File: src/rtl/media_notas_pkg.sv
// Shared types and display patterns for the grade-averaging block.
// The FSM state enum and the 7-segment letter codes live here.
package media_notas_pkg;

  typedef enum logic [1:0] {COLLECT, DIVIDE, SHOW} estado_t;

  localparam logic [7:0] SEG_A    = 8'b01110111;
  localparam logic [7:0] SEG_F    = 8'b01110001;
  localparam logic [7:0] SEG_P    = 8'b01110011;
  localparam logic [7:0] SEG_DASH = 8'b01000000;

endpackage

File: src/rtl/media_notas_if.sv
// Switch inputs and display/status outputs of media_notas.
// The master side drives the switches and the slave side is the averager.
interface media_notas_if #(
  parameter int NBITS_NOTA = 4,
  parameter int NGRADES    = 4
);
  localparam int NBITS_CNT = $clog2(NGRADES + 1);

  logic [NBITS_NOTA-1:0] nota_in;
  logic                  enter;
  logic                  calc;
  logic [7:0]            SEG;
  logic [NBITS_CNT-1:0]  count;
  logic [NBITS_NOTA-1:0] media;
  logic                  busy;
  logic                  valid;

  modport master (
    output nota_in, enter, calc,
    input  SEG, count, media, busy, valid
  );

  modport slave (
    input  nota_in, enter, calc,
    output SEG, count, media, busy, valid
  );
endinterface

File: src/rtl/div_restaurador.sv
// Restoring divider: one quotient bit per cycle, MSB first, NBITS_SUM steps.
// done and quotient describe the step finishing on the current edge.
module div_restaurador #(
  parameter int NBITS_SUM = 7,
  parameter int NBITS_CNT = 3
) (
  input  logic                 clk_2,
  input  logic                 reset,
  input  logic                 start,
  input  logic [NBITS_SUM-1:0] dividend,
  input  logic [NBITS_CNT-1:0] divisor,
  output logic [NBITS_SUM-1:0] quotient,
  output logic                 busy,
  output logic                 done
);
  localparam int NBITS_IT = $clog2(NBITS_SUM);

  logic [NBITS_IT-1:0]  iter;
  logic [NBITS_CNT-1:0] rem;
  logic [NBITS_CNT-1:0] rem_next;
  logic [NBITS_SUM-2:0] quo;
  logic [NBITS_CNT:0]   trial;
  logic                 q_bit;

  // The partial remainder is always below the divisor, so it fits NBITS_CNT bits.
  always_comb begin
    trial    = {rem, dividend[iter]};
    q_bit    = (trial >= {1'b0, divisor});
    rem_next = trial[NBITS_CNT-1:0];
    if (q_bit) begin
      rem_next = NBITS_CNT'(trial - {1'b0, divisor});
    end
  end

  assign quotient = {quo, q_bit};
  assign done     = busy && (iter == '0);

  always_ff @(posedge clk_2) begin
    if (reset) begin
      busy <= 1'b0;
      iter <= '0;
      rem  <= '0;
      quo  <= '0;
    end else if (start) begin
      busy <= 1'b1;
      iter <= NBITS_IT'(NBITS_SUM - 1);
      rem  <= '0;
      quo  <= '0;
    end else if (busy) begin
      rem  <= rem_next;
      quo  <= quotient[NBITS_SUM-2:0];
      iter <= iter - NBITS_IT'(1);
      if (iter == '0) begin
        busy <= 1'b0;
      end
    end
  end

endmodule

File: src/rtl/media_notas.sv
// Collects a batch of grades, averages them with div_restaurador and shows
// the A/F/P letter for the average on the 7-segment display.
module media_notas
  import media_notas_pkg::*;
#(
  parameter int NBITS_NOTA = 4,
  parameter int NGRADES    = 4,
  parameter int LIM_A      = 7,
  parameter int LIM_F      = 4
) (
  input  logic            clk_2,
  input  logic            reset,
  media_notas_if.slave    bus
);
  localparam int NBITS_CNT = $clog2(NGRADES + 1);
  localparam int NBITS_SUM = NBITS_NOTA + NBITS_CNT;
  localparam logic [NBITS_CNT-1:0] FULL = NBITS_CNT'(NGRADES);

  estado_t               state;
  estado_t               state_next;
  logic                  enter_q;
  logic                  calc_q;
  logic                  enter_p;
  logic                  calc_p;
  logic                  add;
  logic                  close;
  logic [NBITS_SUM-1:0]  sum;
  logic [NBITS_CNT-1:0]  count_r;
  logic [NBITS_NOTA-1:0] media_r;
  logic [NBITS_SUM-1:0]  quotient;
  logic                  div_busy;
  logic                  div_done;

  assign enter_p = bus.enter & ~enter_q;
  assign calc_p  = bus.calc & ~calc_q;
  assign add     = (state == COLLECT) && enter_p && (count_r < FULL);
  // A grade arriving with calc is counted before the batch closes.
  assign close   = (state == COLLECT) &&
                   ((count_r == FULL) || (calc_p && ((count_r != '0) || add)));

  div_restaurador #(
    .NBITS_SUM (NBITS_SUM),
    .NBITS_CNT (NBITS_CNT)
  ) u_div (
    .clk_2    (clk_2),
    .reset    (reset),
    .start    (close),
    .dividend (sum),
    .divisor  (count_r),
    .quotient (quotient),
    .busy     (div_busy),
    .done     (div_done)
  );

  always_ff @(posedge clk_2) begin
    if (reset) begin
      state <= COLLECT;
    end else begin
      state <= state_next;
    end
  end

  always_comb begin
    state_next = state;
    case (state)
      COLLECT: if (close)    state_next = DIVIDE;
      DIVIDE:  if (div_done) state_next = SHOW;
      SHOW:    if (enter_p)  state_next = COLLECT;
      default:               state_next = COLLECT;
    endcase
  end

  always_ff @(posedge clk_2) begin
    if (reset) begin
      enter_q <= 1'b0;
      calc_q  <= 1'b0;
      sum     <= '0;
      count_r <= '0;
      media_r <= '0;
    end else begin
      enter_q <= bus.enter;
      calc_q  <= bus.calc;
      if (add) begin
        sum     <= sum + NBITS_SUM'(bus.nota_in);
        count_r <= count_r + NBITS_CNT'(1);
      end else if ((state == SHOW) && enter_p) begin
        sum     <= NBITS_SUM'(bus.nota_in);
        count_r <= NBITS_CNT'(1);
      end
      if (div_done) begin
        media_r <= (|quotient[NBITS_SUM-1:NBITS_NOTA]) ? '1 : quotient[NBITS_NOTA-1:0];
      end
    end
  end

  always_comb begin
    bus.SEG   = SEG_DASH;
    bus.valid = 1'b0;
    if (state == SHOW) begin
      bus.valid = 1'b1;
      if (int'(media_r) >= LIM_A) begin
        bus.SEG = SEG_A;
      end else if (int'(media_r) >= LIM_F) begin
        bus.SEG = SEG_F;
      end else begin
        bus.SEG = SEG_P;
      end
    end
  end

  assign bus.count = count_r;
  assign bus.media = media_r;
  assign bus.busy  = div_busy;

endmodule

File: src/flat_wrapper.sv
// flat-port wrapper written by rule: the top's interface ports become plain ports
module media_notas_flat import media_notas_pkg::*;
#(
  parameter int NBITS_NOTA = 4,
  parameter int NGRADES    = 4,
  parameter int LIM_A      = 7,
  parameter int LIM_F      = 4
)
  (clk_2, reset, bus_nota_in, bus_enter, bus_calc, bus_SEG, bus_count, bus_media, bus_busy, bus_valid);
  media_notas_if #(.NBITS_NOTA(NBITS_NOTA), .NGRADES(NGRADES)) bus_i ();
  input  logic clk_2;
  input  logic reset;
  input wire logic [$bits(bus_i.nota_in)-1:0] bus_nota_in;
  input wire logic [$bits(bus_i.enter)-1:0] bus_enter;
  input wire logic [$bits(bus_i.calc)-1:0] bus_calc;
  output wire logic [$bits(bus_i.SEG)-1:0] bus_SEG;
  output wire logic [$bits(bus_i.count)-1:0] bus_count;
  output wire logic [$bits(bus_i.media)-1:0] bus_media;
  output wire logic [$bits(bus_i.busy)-1:0] bus_busy;
  output wire logic [$bits(bus_i.valid)-1:0] bus_valid;
  assign bus_i.nota_in = bus_nota_in;
  assign bus_i.enter = bus_enter;
  assign bus_i.calc = bus_calc;
  assign bus_SEG = bus_i.SEG;
  assign bus_count = bus_i.count;
  assign bus_media = bus_i.media;
  assign bus_busy = bus_i.busy;
  assign bus_valid = bus_i.valid;
  media_notas #(.NBITS_NOTA(NBITS_NOTA), .NGRADES(NGRADES), .LIM_A(LIM_A), .LIM_F(LIM_F)) u_core (.clk_2(clk_2), .reset(reset), .bus(bus_i));
endmodule
File: config.mk
export PLATFORM = sky130hd
export DESIGN_NAME = media_notas_flat
export DESIGN_NICKNAME = d
export VERILOG_FILES = /design/src/rtl/media_notas_pkg.sv /design/src/rtl/media_notas_if.sv /design/src/rtl/div_restaurador.sv /design/src/rtl/media_notas.sv /design/src/flat_wrapper.sv
export SDC_FILE = /design/constraint.sdc
export NUM_CORES = 1
export LEC_CHECK = 0
export BUFFER_PORTS_ARGS = -buffer_cell sky130_fd_sc_hd__buf_2
export CAP_MARGIN = 20
export CELL_PAD_IN_SITES_DETAIL_PLACEMENT = 1
export CELL_PAD_IN_SITES_GLOBAL_PLACEMENT = 2
export CORE_ASPECT_RATIO = 1.25
export CORE_MARGIN = 2
export CORE_UTILIZATION = 30
export CTS_BUF_LIST = sky130_fd_sc_hd__clkbuf_8
export DETAILED_ROUTE_END_ITERATION = 8
export PLACE_DENSITY = 0.81
export SYNTH_ARGS = -nofsm -noshare
export SYNTH_HDL_FRONTEND = slang
export SYNTH_HIERARCHICAL = 1
export SYNTH_SLANG_ARGS = --single-unit
File: constraint.sdc
create_clock -name clk_2 -period 3.1 [get_ports clk_2]
set_input_delay 0.31 -clock clk_2 [delete_from_list [all_inputs] [get_ports clk_2]]
set_output_delay 0.31 -clock clk_2 [all_outputs]
set_load 0.01 [all_outputs]
After elaboration in Yosys (flattened, before gate mapping)
Index checks and enable logic that the tools add are counted.
{ "word_totals": {"reg_bits": 31, "elab_cells": 67, "out_inout_bits": 17, "inputBits": 8} }
{ "classes": {"n_eq_ne": 6, "reduce_logical": 16, "muxes": 21, "addsub": 4, "n_bitwise": 4, "n_lt_le_gt_ge": 5} }
{ "ops": {"columns": ["cell", "count"], "rows": [
  ["$mux 8", 2],
  ["$mux 3", 5],
  ["$mux 7", 2],
  ["$ge 4x3->1 const B", 2],
  ["$mux 2", 4],
  ["$add 7x4->7", 1],
  ["$logic_and 1x1->1", 6],
  ["$ne 2x1->1 const B", 3],
  ["$pmux 2 s3", 1],
  ["$mux 1", 5],
  ["$ge 4x3->1", 1],
  ["$lt 3x4->1 const B", 1],
  ["$mux 4", 1],
  ["$reduce_bool 2->1", 2],
  ["$add 3x1->3 const B", 1],
  ["$bmux 1 s3", 1],
  ["$eq 3x3->1 const B", 1],
  ["$logic_not 3->1", 1],
  ["$lt 3x3->1 const B", 1],
  ["$reduce_and 3->1", 1],
  ["$reduce_bool 3->1", 1],
  ["$reduce_or 3->1", 1],
  ["$sub 3x1->3 const B", 1],
  ["$sub 3x3->3", 1],
  ["7 further kinds", 10]
]} }

Logic depth before layout (Yosys ltp)
Gate-level depths: netlist of the first run.
{ "logic_depth": {"word_depth": 10, "depth_mapped": 11, "mapped_depth_nobuf": 10} }

By module
Netlist of the first run, hierarchy kept.
{ "modules_own_cells": {"columns": ["module", "area_each_um2", "seq_area_each_um2", "cells_per_inst", "instances"], "rows": [
  ["media_notas", 1048.5, 360.3, 115, 1],
  ["div_restaurador", 737.0, 260.2, 83, 1]
]} }

Worst setup path before layout of the first run
No wires, ideal clock.
{ "synth_timing": {"path_type": "register to register", "start": "register u_core.u_div.iter[0]", "end": "register u_core.u_div.rem[0]", "t_required_ps": 2994, "n_path_buf": 1, "path_stages_with_launch": 11, "setup_slack_ps": 792, "period_less_slack_ps": 2308, "arrival_ps": 2202, "setup_time_ps": 106, "cell_sequence": "dfxtp_1 > buf_2 > mux2i_1 > a22oi_1 > nand2_1 > ha_1 > fa_1 > a21bo_2 > a211oi_4 > or4_1 > o311ai_0"} }
{ "synth_via": {"elab_chain_cells": 4, "elab_cells_between_ends": 5, "classes_between": "add/sub (1); order compare (1); mux (3)"} }
{ "synth_rtl": {"columns": ["item", "line", "source"], "rows": [
  ["start: declaration", "div_restaurador.sv:18", "logic [NBITS_IT-1:0] iter;"],
  ["start signal: assignment", "div_restaurador.sv:46", "iter <= NBITS_IT'(NBITS_SUM - 1);"],
  ["start signal: assignment", "div_restaurador.sv:52", "iter <= iter - NBITS_IT'(1);"],
  ["$bmux 1 s3 *", "div_restaurador.sv:27", "trial = {rem, dividend[iter]};"],
  ["$mux 1 (not written as such) *", "div_restaurador.sv:27", null],
  ["$ge 4x3->1 / $sub 3x3->3 (equally long branches)", "div_restaurador.sv:28, div_restaurador.sv:31", null],
  ["$mux 3 *", "div_restaurador.sv:30", "if (q_bit) begin"],
  ["end signal: assignment", "div_restaurador.sv:50", "rem <= rem_next;"],
  ["end: declaration", "div_restaurador.sv:19", "logic [NBITS_CNT-1:0] rem;"]
]} }
Every way passes the cells marked *; elsewhere a longest branch is shown, timed or not. The select of a mux whose other input is x is not followed.
A chain may end at the register's enable or synchronous reset.

Worst setup path in the final report of the first run
Same ends and word-level chain as after synthesis.

==> impl_metrics.ini, run 1 <==
[global_route]
antenna_found_initial = 0
overflow = 0
met3_usage_pct = 1.79
grt_pass1_vias = 1449
grt_max_degree = 20
grt.met2_usage_pct = 22.4
grt_pass1_wl_mm = 6.73
top_usage_layer = met2
grtUsageTotal_pct = 12.7
use_met1_pct = 14.9

[sta]
rsz0062_at_grt = false
worst_pin_slew_ns = 0.516
setup-violations-final = 0
hold_viol = 0
finalMaxSlewViolations = 0
finalClockSkew_ns = 0.00266
period_needed_ns = 2.51
fin_ws_ns = 0.594
whs_ns = 0.284
setup_tns_ns = 0
finalCritPeriodShare_pct = 80.9
fmax_ghz = 0.399
relSlewSlack_pct = 65.4

[cells_and_area]
drive_gt1_share_pct = 23.9
mostFrequentLayoutCell = dfxtp_1
final_util_pct = 35.2
final_area_um2 = 2030
mostFrequentLayoutCells = dfxtp_1, nor2_1, buf_2
syn2layout_area_growth_pct = 13.8
insertedDiodeCount = 0
fin_cells = 284
nets = 238
fill_cells = 692

[die]
die_w_um = 73
io_pins = 25
core-area_um2 = 5780
start_util_pct = 30.9
rows = 31
die_h_um = 90.3
die_area_um2 = 6590

[placed_design]
hpwlAfterDp_mm = 3.09
place_area_um2 = 1910
io_buffers = 21
place_ws_ns = 0.597
globalplace.congestion = 0.817
placed_cells = 276

[logic_synthesis]
synthCells = 198
synthArstFlopShare_pct = 0
syn_avg_cell_area_um2 = 9.02
synth_ff_type = dfxtp_1
yosys.area.top_type_share_pct = 34.8
synth-seq-cells = 31
netlist_area_um2 = 1790
synth_edf_count = 0
yosysTopAreaCell = dfxtp_1
yosys_warnings = 6
yosysSeqAreaShare_pct = 34.8
synthTopCellsByArea = dfxtp_1, ha_1, nor2_1
yosys.cell_types.count = 49

[run_status]
status = complete, no violations

[power_and_ir_drop]
powerDensity_nw_per_um2 = 526
leakage_nw = 0.828
power_mw = 1.07
peakVddDrop_mv = 0.186

[worst_setup_path]
crit_required_ns = 3.27
arrival_ns = 2.68
path_max_fanout = 6
critPathLaunchType = flop
cp-end-kind = flop
crit_type = reg2reg

[cts]
clk_latency_ns = 0.27
cts-htree-levels = 2
cts_root_buf = clkbuf_8
cts.sinks = 31
cts_hold_buffers = 0
cts_tree = built
cts_setup_buffers = 0
numCtsBuffers = 5
cts-resized-gates = 0
cts.path.max_buffers = 2
clkTransAtPathRegs_ns = 0.07

[drt]
viasPerCell = 5.04
ant_nets = 0
drc = 0
totalWireLength_mm = 3.95
first_pass_iters = 4
wl_per_cell_um = 13.9
vias = 1431
drt-initial-drc-count = 47

[run]
max_cap_viol_count = 0

[hold_path]
hold_class = in2reg
-- sequential cells by signal, summed over array words and instances, names as in the netlist --
| signal | flops |
|---|---|
| u_core/state | 2 |
| u_core/u_div/rem | 3 |
| u_core/calc_q | 1 |
| u_core/u_div/busy | 1 |
| u_core/u_div/quo | 6 |
| u_core/sum | 7 |
| u_core/bus.media | 4 |
| u_core/enter_q | 1 |
| u_core/u_div/iter | 3 |
| u_core/bus.count | 3 |
-- worst max-delay path: stages, from the launching register on --
cell      delay [ns]
dfxtp_1         0.49
mux2i_1         0.13
a22oi_1         0.23
nand2_1         0.09
ha_1            0.20
fa_1            0.39
a21bo_2         0.24
a211oi_4        0.09
or4_1           0.47
o311ai_0        0.09
-- power breakdown --
part	internal (mW)	switching [mW]	total, mW
combinational	0.0935	0.115	0.208
clock	0.260	0.149	0.409
sequential	0.423	0.0281	0.451
total	0.776	0.292	1.07
-- area by class of cell --
class	count	area, um^2	share of cell area, %
Clock inverter	2	35.0	1.72
Clock buffer	6	82.6	4.06
Tap cell	66	82.6	4.06
Multi-Input combinational cell	139	1030	50.6
Inverter	17	63.8	3.14
Timing Repair Buffer	23	120	5.91
Sequential cell	31	621	30.5
-- path summary, 6_finish.rpt --
| kind | depth (start not counted) | startpoint | endpoint | slack, ns |
|---|---|---|---|---|
| setup reg to reg | 9 | u_core/u_div/iter[0]$_SDFFE_PP0P_ | u_core/u_div/rem[0]$_SDFFE_PP0P_ | 0.59 |
| hold reg to reg | 2 | u_core/sum[0]$_SDFFE_PP0P_ | u_core/sum[0]$_SDFFE_PP0P_ | 0.51 |
| setup / recovery | 9 | u_core/u_div/iter[0]$_SDFFE_PP0P_ | u_core/u_div/rem[0]$_SDFFE_PP0P_ | 0.59 |
| hold / removal | 2 | bus_calc | u_core/calc_q$_SDFF_PP0_ | 0.28 |
-- kinds of logic after synthesis --
logic type | after synthesis | synth area share [%]
AND/OR/NAND/NOR | 67 | 21.2
AO/OA/AOI/OAI | 41 | 17.4
flip-flops | 31 | 34.8
buffers and inverters | 29 | 7.92
adder cells (fa/ha/maj) | 13 | 9.95
multiplexers | 11 | 6.38
XOR/XNOR | 4 | 1.96
other | 2 | 0.421
-- synthesized netlist by cell type (3+ instances only) --
library cell	n
buf_4	8
mux2i_1	8
a211oi_1	3
mux2_2	3
nor2_1	22
dfxtp_1	31
nor2b_1	6
o21ai_0	4
a21oi_1	12
xnor2_1	4
ha_1	11
inv_1	15
nand3_1	5
nand2_1	9
a22oi_1	4
nand2b_1	3
and3_1	3
nand4_1	3
o221a_2	4
-- routing by layer --
metal,wire length (um),up-vias
li1,-,719
met3,91,2
met1,1730,687
met4,43,0
met2,2080,23
met5,0,-
Power figures use the tool's default switching activity.
==> inputs of run 2 (changes only) <==
--- a/config.mk
+++ b/config.mk
@@ -5,6 +5,7 @@
 export SDC_FILE = /design/constraint.sdc
 export NUM_CORES = 1
 export LEC_CHECK = 0
+export ABC_AREA = 1
 export BUFFER_PORTS_ARGS = -buffer_cell sky130_fd_sc_hd__buf_2
 export CAP_MARGIN = 20
 export CELL_PAD_IN_SITES_DETAIL_PLACEMENT = 1
@@ -14,7 +15,7 @@
 export CORE_UTILIZATION = 30
 export CTS_BUF_LIST = sky130_fd_sc_hd__clkbuf_8
 export DETAILED_ROUTE_END_ITERATION = 8
-export PLACE_DENSITY = 0.81
+export PLACE_DENSITY = 0.9
 export SYNTH_ARGS = -nofsm -noshare
 export SYNTH_HDL_FRONTEND = slang
 export SYNTH_HIERARCHICAL = 1
==> constraint.sdc (replaced) <==
create_clock -name clk_2 -period 2.2 [get_ports clk_2]
set_input_delay 0.22 -clock clk_2 [delete_from_list [all_inputs] [get_ports clk_2]]
set_output_delay 0.22 -clock clk_2 [all_outputs]
set_load 0.01 [all_outputs]
==> run 2 against run 1 <==
Against the previous run: final cell count is 32% higher; first-iteration DRC count is 17% lower; register-to-register slack worse by 0.36 ns; routed wire length is 9.8% higher.
==> impl_metrics.ini, run 2 <==
[run_status]
status = complete, no violations

[cts]
cts_setup_buffers = 0
cts.path.max_buffers = 2
cts_tree = built
clk_latency_ns = 0.28
clkTransAtPathRegs_ns = 0.07
numCtsBuffers = 5
cts.sinks = 31
cts-resized-gates = 0
cts-htree-levels = 2
cts_root_buf = clkbuf_8
cts_hold_buffers = 0

[cells_and_area]
mostFrequentLayoutCell = nand2_1
drive_gt1_share_pct = 16.9
mostFrequentLayoutCells = nand2_1, inv_1, dfxtp_1
largest_register_ffs = 7
syn2layout_area_growth_pct = 13.4
fin_cells = 375
final_area_um2 = 2100
top_register = u_core/sum
insertedDiodeCount = 0
nets = 310

[sta]
finalClockSkew_ns = 0.00979
finalMaxSlewViolations = 0
hold_viol = 0
finalCritPeriodShare_pct = 89.2
fmax_ghz = 0.509
setup-violations-final = 0
period_needed_ns = 1.96
rsz0062_at_grt = false
fin_ws_ns = 0.237
setup_tns_ns = 0

[worst_setup_path]
cp_slowest_stage_delay_ns = 0.41
r2r_slack_ns = 0.24
cpMaxStageDelayCell = dfxtp_1
worst-path-stages = 15
r2r_start = u_core/sum[4]$_SDFFE_PP0P_
cp_cell_sequence = inv_1, nand2_1, nand3_1, nand3_2, nand2_1, ha_1, fa_1, inv_1, nand2_1, nand3_2, nand2_1, o21ai_0, nand2_1, nand2_1, inv_1
critPathLaunchType = flop
crit_start = u_core/sum[4]$_SDFFE_PP0P_
cp-endpoint = u_core/u_div/rem[2]$_SDFFE_PP0P_
cp-end-kind = flop
crit_family = simple AND/OR/NAND/NOR gates
r2r_cells = 15
r2r-end = u_core/u_div/rem[2]$_SDFFE_PP0P_
crit_type = reg2reg
cp_common_cell = nand2_1
crit_required_ns = 2.39
path_max_fanout = 6
arrival_ns = 2.15
path_buf_inv = 3

[logic_synthesis]
yosys.cell_types.count = 28
yosysTopAreaCell = dfxtp_1
yosys-top-cells-count = nand2_1, inv_1, dfxtp_1
yosysSeqAreaShare_pct = 33.4
synth_edf_count = 0
synthArstFlopShare_pct = 0
synthTopCellsByArea = dfxtp_1, nand2_1, inv_1
synth-seq-cells = 31
synthCells = 270
yosys.area.top_type_share_pct = 33.4
yosys_warnings = 6
synth_ff_type = dfxtp_1
syn_avg_cell_area_um2 = 6.87
yosysMostFrequentCell = nand2_1
netlist_area_um2 = 1860

[die]
start_util_pct = 30.5
rows = 32
die_area_um2 = 6830
io_pins = 25
die_w_um = 74.3
die_h_um = 91.9
core-area_um2 = 6090

[drt]
met3_length_um = 133
wl_per_cell_um = 11.6
vias = 1666
drt-initial-drc-count = 39
viasPerCell = 4.44
m1WireLength_mm = 2.06
totalWireLength_mm = 4.34
top_layer = met4
drc = 0
first_pass_iters = 4
ant_nets = 0
wl_met2_mm = 2.10

[placed_design]
place_area_um2 = 2000
globalplace.congestion = 0.746
placed_cells = 367
hpwlAfterDp_mm = 3.45
io_buffers = 21
place_ws_ns = 0.203

[global_route]
overflow = 0
grt_pass1_wl_mm = 7.47
grtUsageTotal_pct = 13.7
grt_pass1_vias = 1687
grt_max_degree = 18
antenna_found_initial = 0

[power_and_ir_drop]
power_mw = 1.48
leakage_nw = 1.02
powerDensity_nw_per_um2 = 702
peakVddDrop_mv = 0.207

[hold_path]
hold_class = in2reg

[run]
max_cap_viol_count = 0
-- run 2: changes by cell type after synthesis, sizes merged, moves of 5 or more --
cell and delta:
inv +36, a21oi +9, o21ai +10, mux2i -8
nand2 +52, nor2b -6, nand3 +18, a211oi -5
-- run 2: power breakdown --
| group | total (mW) | internal [mW] | switching, mW | leakage (nW) |
|---|---|---|---|---|
| Combinational | 0.330 | 0.123 | 0.207 | 0.713 |
| Clock | 0.510 | 0.285 | 0.226 | 0.0505 |
| Sequential | 0.636 | 0.600 | 0.0364 | 0.253 |
-- run 2: worst min path at each step --
stage / depth (start not counted) / from / endpoint / slack, ns
after floorplan: 1 / reset / u_core/u_div/busy$_SDFF_PP0_ / 0.29
after global placement: 3 / bus_calc / u_core/calc_q$_SDFF_PP0_ / 0.43
after detailed placement: 3 / bus_calc / u_core/calc_q$_SDFF_PP0_ / 0.45
after CTS: 3 / bus_calc / u_core/calc_q$_SDFF_PP0_ / 0.15
after global routing: 3 / bus_calc / u_core/calc_q$_SDFF_PP0_ / 0.18
final: 3 / bus_calc / u_core/calc_q$_SDFF_PP0_ / 0.15
-- run 2: layout make-up --
cell class              count  area (um^2)
fillers                   814         3980
clock inverters             1         7.51
repair buffers             23          120
clock buffers               7         96.3
multi-input cells         175          952
flip-flops and latches     31          622
well taps                  85          106
inverters                  53          199
-- run 2: layer usage --
| metal | vias to the layer above | track usage (%) |
|---|---|---|
| met1 | 772 | 16.1 |
| li1 | 864 | - |
| met3 | 4 | 2.64 |
| met2 | 26 | 24.9 |
| met5 | - | 0 |
| met4 | 0 | 3.57 |
-- run 2: kinds of logic after synthesis --
logic type	after synthesis	synth area share, %
compound gates	43	12.6
xor+xnor	2	0.944
fa+ha+maj	13	9.58
buf+inv	65	15.4
flops	31	33.4
other cells	2	0.405
simple gates	114	27.6
-- run 2: worst reg2reg max path, stage by stage, from the launching register on --
cell,delay [ns]
dfxtp_1,0.41
inv_1,0.06
nand2_1,0.06
nand3_1,0.08
nand3_2,0.08
nand2_1,0.06
ha_1,0.18
fa_1,0.40
inv_1,0.07
nand2_1,0.05
nand3_2,0.12
nand2_1,0.07
o21ai_0,0.07
nand2_1,0.07
nand2_1,0.06
inv_1,0.03
-- run 2: metrics by stage --
| step | utilization [%] | hold WS [ns] |
|---|---|---|
| floorplan | - | 0.289 |
| CTS | 34.5 | 0.153 |
| finish | 34.6 | 0.153 |
| global placement | 32.8 | 0.433 |
| detailed placement | 32.8 | 0.450 |
| global route | 34.6 | 0.176 |
==> inputs of run 3 (changes only) <==
--- a/config.mk
+++ b/config.mk
@@ -8,14 +8,12 @@
 export ABC_AREA = 1
 export BUFFER_PORTS_ARGS = -buffer_cell sky130_fd_sc_hd__buf_2
 export CAP_MARGIN = 20
-export CELL_PAD_IN_SITES_DETAIL_PLACEMENT = 1
-export CELL_PAD_IN_SITES_GLOBAL_PLACEMENT = 2
 export CORE_ASPECT_RATIO = 1.25
 export CORE_MARGIN = 2
 export CORE_UTILIZATION = 30
 export CTS_BUF_LIST = sky130_fd_sc_hd__clkbuf_8
 export DETAILED_ROUTE_END_ITERATION = 8
-export PLACE_DENSITY = 0.9
+export PLACE_DENSITY = 0.61
 export SYNTH_ARGS = -nofsm -noshare
 export SYNTH_HDL_FRONTEND = slang
 export SYNTH_HIERARCHICAL = 1
==> constraint.sdc (replaced) <==
create_clock -name clk_2 -period 2.2 [get_ports clk_2]
set_input_delay 0.22 -clock clk_2 [delete_from_list [all_inputs] [get_ports clk_2]]
set_output_delay 0.22 -clock clk_2 [all_outputs]
set_load 0.1 [all_outputs]
==> run 3 against run 2 <==
Against the previous run: power is 12% higher; register-to-register slack about the same; maximum frequency fell by 0.59%; critical path depth decreased by 1; flip-flop and latch count stayed put; critical path type unchanged; clock power increased by 14%; final area rose by 2.1%; clock skew is 0.0026 ns lower; sequential power about the same; first-iteration DRC count grew 110%; via count decreased by 1.7%; largest cell class unchanged.
==> impl_metrics.ini, run 3 (same netlist as run 2, synthesis figures left out) <==
[run_status]
status = complete, no violations

[hold_path]
hold_class = in2reg

[worst_setup_path]
crit_family = simple AND/OR/NAND/NOR gates
cp-end-kind = flop
path_max_fanout = 6
cp_slowest_stage_delay_ns = 0.40
arrival_ns = 2.19
worst-path-stages = 14
critPathLaunchType = flop
r2r-end = u_core/u_div/rem[0]$_SDFFE_PP0P_
cpMaxStageDelayCell = fa_1
r2r_slack_ns = 0.22
path_buf_inv = 3
crit_start = u_core/sum[5]$_SDFFE_PP0P_
r2r_start = u_core/sum[5]$_SDFFE_PP0P_
crit_type = reg2reg
cp-endpoint = u_core/u_div/rem[0]$_SDFFE_PP0P_
r2r_cells = 14
cp_cell_sequence = inv_1, nand2_1, nand3_1, nand3_2, nand2_1, ha_1, fa_1, inv_1, nand2_1, nand3_2, inv_2, nor2_1, nor2_1, a21oi_1
cp_common_cell = nand2_1
crit_required_ns = 2.41

[die]
io_pins = 25
start_util_pct = 30.5
die_w_um = 74.3
core-area_um2 = 6090
rows = 32
die_area_um2 = 6830
die_h_um = 91.9

[cts]
clkTransAtPathRegs_ns = 0.07
cts.sinks = 31
cts_root_buf = clkbuf_8
clk_latency_ns = 0.28
cts.path.max_buffers = 2
numCtsBuffers = 5
cts-htree-levels = 2
cts_tree = built

[power_and_ir_drop]
swShare_pct = 34.0
powerDensity_nw_per_um2 = 768
peakVddDrop_mv = 0.278
leakage_nw = 1.02
combPwrFrac_pct = 26.0
seq_power_share_pct = 38.6
switchingPower_mw = 0.561
power.share.clock_pct = 35.3
p_int_mw = 1.09

[cells_and_area]
syn2layout_area_growth_pct = 15.8
nets = 310
drive_gt1_share_pct = 19.3
fin_cells = 375
largest_register_ffs = 7
mostFrequentLayoutCell = nand2_1
insertedDiodeCount = 0
mostFrequentLayoutCells = nand2_1, inv_1, dfxtp_1
final_area_um2 = 2150
top_register = u_core/sum

[drt]
viasPerCell = 4.37
drt-initial-drc-count = 82
first_pass_iters = 4
wl_per_cell_um = 10.1
vias = 1637
totalWireLength_mm = 3.80
ant_nets = 0
drc = 0

[global_route]
grt_pass1_vias = 1556
grtUsageTotal_pct = 12.5
grt_pass1_wl_mm = 6.73
antenna_found_initial = 0
grt_max_degree = 14
overflow = 0

[sta]
fmax_ghz = 0.506
finalMaxSlewViolations = 0
finalCritPeriodShare_pct = 89.8
hold_viol = 0
setup_tns_ns = 0
finalClockSkew_ns = 0.00716
period_needed_ns = 1.98
setup-violations-final = 0
rsz0062_at_grt = false

[placed_design]
io_buffers = 21
placed_cells = 367
hpwlAfterDp_mm = 2.91
globalplace.congestion = 0.759
place_area_um2 = 2030

[run]
max_cap_viol_count = 0
==> run 3: cell count changes in the layout (fill, tap and decap cells not counted) <==
cell,delta
clkinv_2,+1
dfxtp_2,+1
bufinv_16,+1
a21oi_4,+1
a21oi_1,-1
inv_1,-1
dfxtp_4,+4
dfxtp_1,-5
clkbuf_8,-1
==> run 3: stage by stage <==
step	total power [mW]	utilization (%)	hold WS, ns	setup slack, ns
floorplan	1.01	-	0.289	0.0515
detailed placement	1.08	33.3	0.438	0.207
global placement	1.07	33.3	0.436	0.296
global route	1.75	35.3	0.165	0.0226
finish	1.65	35.3	0.151	0.225
CTS	1.66	35.2	0.145	0.179
==> run 3: what timing repair did <==
| item | 4_1_cts | 5_1_grt |
|---|---|---|
| hold buffers | 0 | 0 |
| gates resized for setup | 0 | 3 |
| buffers inserted | 0 | 0 |
| endpoints found under the setup margin | 0 | 3 |
==> run 3: worst min-delay path by stage <==
stage	cells after the start	startpoint	to	slack, ns
CTS	3	bus_calc	u_core/calc_q$_SDFF_PP0_	0.14
floorplan	1	reset	u_core/u_div/busy$_SDFF_PP0_	0.29
detailed placement	3	bus_calc	u_core/calc_q$_SDFF_PP0_	0.44
global route	3	bus_calc	u_core/calc_q$_SDFF_PP0_	0.17
finish	3	bus_calc	u_core/calc_q$_SDFF_PP0_	0.15
global placement	3	bus_calc	u_core/calc_q$_SDFF_PP0_	0.44
==> run 3: final cells by class <==
type	instances	area, um^2
clock inverter	2	35.0
inverter	53	203
sequential	31	638
tap	85	106
timing repair buffer	23	120
clock buffer	6	82.6
fill	663	3940
multi-input combinational	175	963
==> run 3: routing by layer <==
layer | vias to the layer above | global-route usage [%] | wire length [um]
met3 | 6 | 1.98 | 114
met4 | 0 | 5.21 | 85
met2 | 30 | 21.8 | 1870
met5 | - | 0 | 0
li1 | 867 | - | -
met1 | 734 | 14.9 | 1730
==> run 3: power groups by stage <==
stage	Combinational, mW	Sequential, mW	Clock (mW)
finish	0.429	0.637	0.583
CTS	0.430	0.637	0.596
floorplan	0.289	0.723	0
detailed placement	0.428	0.650	0
global route	0.485	0.644	0.621
global placement	0.423	0.649	0
==> run 3: worst register-to-register path, delay by kind of cell (launching register included) <==
family / cells / cell delay, ns
and+or+nand+nor: 8 / 0.60
adders and majority gates: 2 / 0.58
DFF: 1 / 0.38
buffers and inverters: 3 / 0.21
AOI/OAI and AO/OA: 1 / 0.13
